`config.mk`:
```
export PLATFORM = sky130hd
export DESIGN_NAME = argmax
export DESIGN_NICKNAME = d
export VERILOG_FILES = /design/src/rtl/argmax.sv
export SDC_FILE = /design/constraint.sdc
export NUM_CORES = 1
export LEC_CHECK = 0
export BUFFER_PORTS_ARGS = -buffer_cell sky130_fd_sc_hd__buf_2
export CORE_ASPECT_RATIO = 0.75
export CORE_MARGIN = 1
export CORE_UTILIZATION = 40
export CTS_CLUSTER_DIAMETER = 150
export CTS_CLUSTER_SIZE = 25
export DETAILED_ROUTE_END_ITERATION = 10
export GPL_TIMING_DRIVEN = 0
export PLACE_DENSITY = 0.62
export SYNTH_ARGS = -nofsm -noshare
export SYNTH_HDL_FRONTEND = slang
export SYNTH_SLANG_ARGS = --single-unit
```
`constraint.sdc`:
```
create_clock -name clk -period 23.4 [get_ports clk]
set_input_delay 3.51 -clock clk [delete_from_list [all_inputs] [get_ports clk]]
set_output_delay 3.51 -clock clk [all_outputs]
set_load 0.01 [all_outputs]
```
`src/rtl/argmax.sv`:
```
// Sequential arg-max: after a start pulse, walks a latched copy of the
// input vector one element per clock and reports the index of the first
// (lowest-index) maximum as a one-cycle done pulse with a held index.
module argmax #(
    parameter int DATA_WIDTH = 16,
    parameter int DIM        = 10,
    parameter int IDXW       = (DIM <= 1) ? 1 : $clog2(DIM)
) (
    input  logic                         clk,
    input  logic                         reset,
    input  logic                         start,
    input  logic signed [DATA_WIDTH-1:0] vec [0:DIM-1],
    output logic        [IDXW-1:0]       idx,
    output logic                         done
);

    typedef enum logic [1:0] {
        IDLE,
        SCAN,
        FINISH
    } state_t;

    localparam logic [IDXW-1:0] LAST_IDX  = IDXW'(DIM - 1);
    localparam logic [IDXW-1:0] FIRST_CNT = IDXW'(1);

    state_t                       state_reg;
    logic signed [DATA_WIDTH-1:0] copy_reg [0:DIM-1];
    logic signed [DATA_WIDTH-1:0] best_reg;
    logic        [IDXW-1:0]       best_idx_reg;
    logic        [IDXW-1:0]       counter_reg;
    logic                         load;
    logic signed [DATA_WIDTH-1:0] cur_elem;

    // A scan is accepted only from IDLE, and reset wins over start.
    assign load = (state_reg == IDLE) && start && !reset;

    // Element under test this cycle; counter never exceeds DIM-1 while scanning.
    assign cur_elem = copy_reg[counter_reg];

    // Snapshot the whole vector at start so later input changes are ignored.
    generate
        for (genvar gi = 0; gi < DIM; gi++) begin : g_copy
            always_ff @(posedge clk) begin
                if (load) begin
                    copy_reg[gi] <= vec[gi];
                end
            end
        end
    endgenerate

    // Control FSM with the running best value/index and registered outputs.
    always_ff @(posedge clk) begin
        if (reset) begin
            state_reg    <= IDLE;
            best_reg     <= '0;
            best_idx_reg <= '0;
            counter_reg  <= '0;
            idx          <= '0;
            done         <= 1'b0;
        end else begin
            done <= 1'b0;
            case (state_reg)
                IDLE: begin
                    if (start) begin
                        best_reg     <= vec[0];
                        best_idx_reg <= '0;
                        counter_reg  <= FIRST_CNT;
                        state_reg    <= (DIM == 1) ? FINISH : SCAN;
                    end
                end
                SCAN: begin
                    // Strictly greater only: an equal later element never
                    // displaces the earlier one, so the first maximum wins.
                    if (cur_elem > best_reg) begin
                        best_reg     <= cur_elem;
                        best_idx_reg <= counter_reg;
                    end
                    if (counter_reg == LAST_IDX) begin
                        state_reg <= FINISH;
                    end else begin
                        counter_reg <= counter_reg + FIRST_CNT;
                    end
                end
                FINISH: begin
                    idx       <= best_idx_reg;
                    done      <= 1'b1;
                    state_reg <= IDLE;
                end
                default: begin
                    state_reg <= IDLE;
                end
            endcase
        end
    end

endmodule

```
==> metrics.csv <==
stage;metric;value;unit
yosys;syn-num-nets;680;
routing;viasPerCell;5.31;
setup_path;critPathMaxFanout;38;
placement;port_buffers;166;
sta;hold_viol;0;
routing;first_pass_iters;8;
yosys;synth_top_area_share;0.595;
global_route;grt_pass1_vias;5345;
global_route;grt_first_pass_wirelength;29400;um
finish;final_util;0.505;
sta;slew_headroom;0.422;
yosys;ys_seq_area_frac;0.682;
routing;ant_nets;0;
routing;drcViolationCount;24;
power_and_ir_drop;p_total;0.780;mW
finish;largest_reg_flops;160;
sta;rsz0062_at_grt;false;
sta;timing.setup.tns;0;ns
job;cap_violations;0;
sta;clock.fmax;200;MHz
die;core;19500;um2
cts;clk_latency;0.43;ns
yosys;synthCells;499;
die;boundaryPins;168;
power_and_ir_drop;leakagePower;3.62;nW
yosys;avgSynthCellArea;16.2;um2
sta;fin_ws;18.41;ns
outcome;outcome;complete, but fails checks;
setup_path;critPathRequiredTime;23.52;ns
sta;timing.hold.ws;0.490;ns
placement;dpl.hpwl;14000;um
hold_path;hold_class;reg -> reg;
die;die-area;20800;um2
sta;fin_crit;4.99;ns
die;start_util;0.413;
finish;instances_no_fill;956;
finish;area_growth_syn_to_layout;22.2;%
yosys;async_reset_ff_frac;0;
routing;wl;18800;um
global_route;grt_usage;0.191;
cts;path_clk_slew;0.07;ns
finish;final_nets;869;
setup_path;crit_path_end_kind;register;
finish;final_cell_mix;172 x buf_2, 160 x edfxtp_1, 41 x a21oi_1, 35 x dfxtp_1, 32 x mux4_2;
cts;clock-sinks;195;
sta;finalSetupViolCount;0;
placement;dp.cells;922;
yosys;ys.flop_type;edfxtp_1;
placement;place_ws;17.94;ns
finish;final_common_cell;buf_2;
yosys;synth.cell_area;8070;um2
sta;timing.final.crit_share;0.213;
cts;htreeDepth;4;
die;row_count;44;
routing;num_vias;5072;
die;die_w;166;um
power_and_ir_drop;p_per_area;79.1;nW/um2
cts;cts-buffers-inserted;17;
global_route;antenna_found_initial;3;
setup_path;arrival;5.11;ns
yosys;ys_types;40;
yosys;synth-edff-count;160;
die;die_h;125;um
finish;drive_above_1_share;0.377;
placement;gp_congestion;0.820;
cts;hold_buffers;0;
yosys;synth_largest_area_cell;edfxtp_1;
routing;wl_per_cell;19.7;um
sta;worst_pin_slew;0.868;ns
cts;cts_root_buf;clkbuf_16;
setup_path;crit_type;in -> reg;
yosys;synth.area.top_cells;edfxtp_1 60%, mux4_2 8.9%, dfxtp_1 8.7%;
power_and_ir_drop;ir_drop;46.7;uV
yosys;synth-seq-cells;195;
routing;drt_first_iter_violations;343;
global_route;grt-ovfl-total;0;
global_route;grt_max_degree;39;
setup_path;r2r_slack;19.13;ns
yosys;yosysWarningCount;0;
finish;fin_area;9860;um2
cts;cts_setup_buffers;0;
sta;slew_violations;0;
placement;placed_cell_area;9310;um2
sta;finalClockSkew;0.00837;ns
cts;cts.path.max_buffers;2;
setup_path;startpoint_type;input pin;
cts;cts_resized;0;
outcome;violations;DRC;
cts;cts_tree;built;
cell usage after synthesis (all sizes together) (2+ instances only):
cell	number
a221oi	16
a311oi	16
nor2b	19
nand4	5
dfxtp	35
inv	17
nand2b	2
o21ai	8
clkbuf	16
nand2	9
mux4	32
mux2i	20
buf	15
mux2	16
a21oi	41
xnor2	2
and2	2
nor3	5
nor2	30
edfxtp	160
o21bai	2
ha	18
kinds of logic after synthesis:
logic type               share of synthesized area
flip-flops                                   0.682
XOR/XNOR                                   0.00217
buffers and inverters                       0.0270
AND/OR/NAND/NOR                             0.0481
AO/OA/AOI/OAI                               0.0764
adder cells (fa/ha/maj)                     0.0279
multiplexers                                 0.136
where the power goes:
group / total, mW / internal (mW) / switching (mW)
sequential: 0.402 / 0.395 / 0.00640
clock: 0.275 / 0.140 / 0.135
combinational: 0.104 / 0.0471 / 0.0569
total: 0.780 / 0.582 / 0.198
per-layer routing:
metal  track usage  up-vias  share of wire
met3        0.0576       19          0.077
met4        0.0643        4          0.016
met1         0.258     2509           0.45
li1              -     2360              -
met2         0.296      180           0.45
met5             0        -         0.0014
worst max-delay path, cell delays in order:
cell	delay, ns
clkbuf_1	0.14
clkbuf_1	0.27
nor2_4	0.60
buf_12	0.30
buf_12	0.26
layout make-up:
cell class | instances | area (um2)
multi-input combinational | 256 | 2360
tap | 253 | 317
sequential | 195 | 5510
fill | 1647 | 9680
antenna | 2 | 5.00
clock inverter | 14 | 121
clock buffer | 18 | 429
inverter | 17 | 63.8
buffer | 31 | 154
timing repair buffer | 170 | 911
path summary, 6_finish.rpt:
path                                              startpoint                       end  cells past startpoint
worst min-delay path            best_idx_reg[3]$_SDFFE_PP0P_       idx[3]$_SDFFE_PP0P_                      2
worst min register to register  best_idx_reg[3]$_SDFFE_PP0P_       idx[3]$_SDFFE_PP0P_                      2
worst max-delay path                                   reset  copy_reg[4][3]$_DFFE_PP_                      5
worst max register to register                      register  best_reg[4]$_SDFFE_PP0P_                     13
No activity file was read; power rests on OpenSTA's default activity.
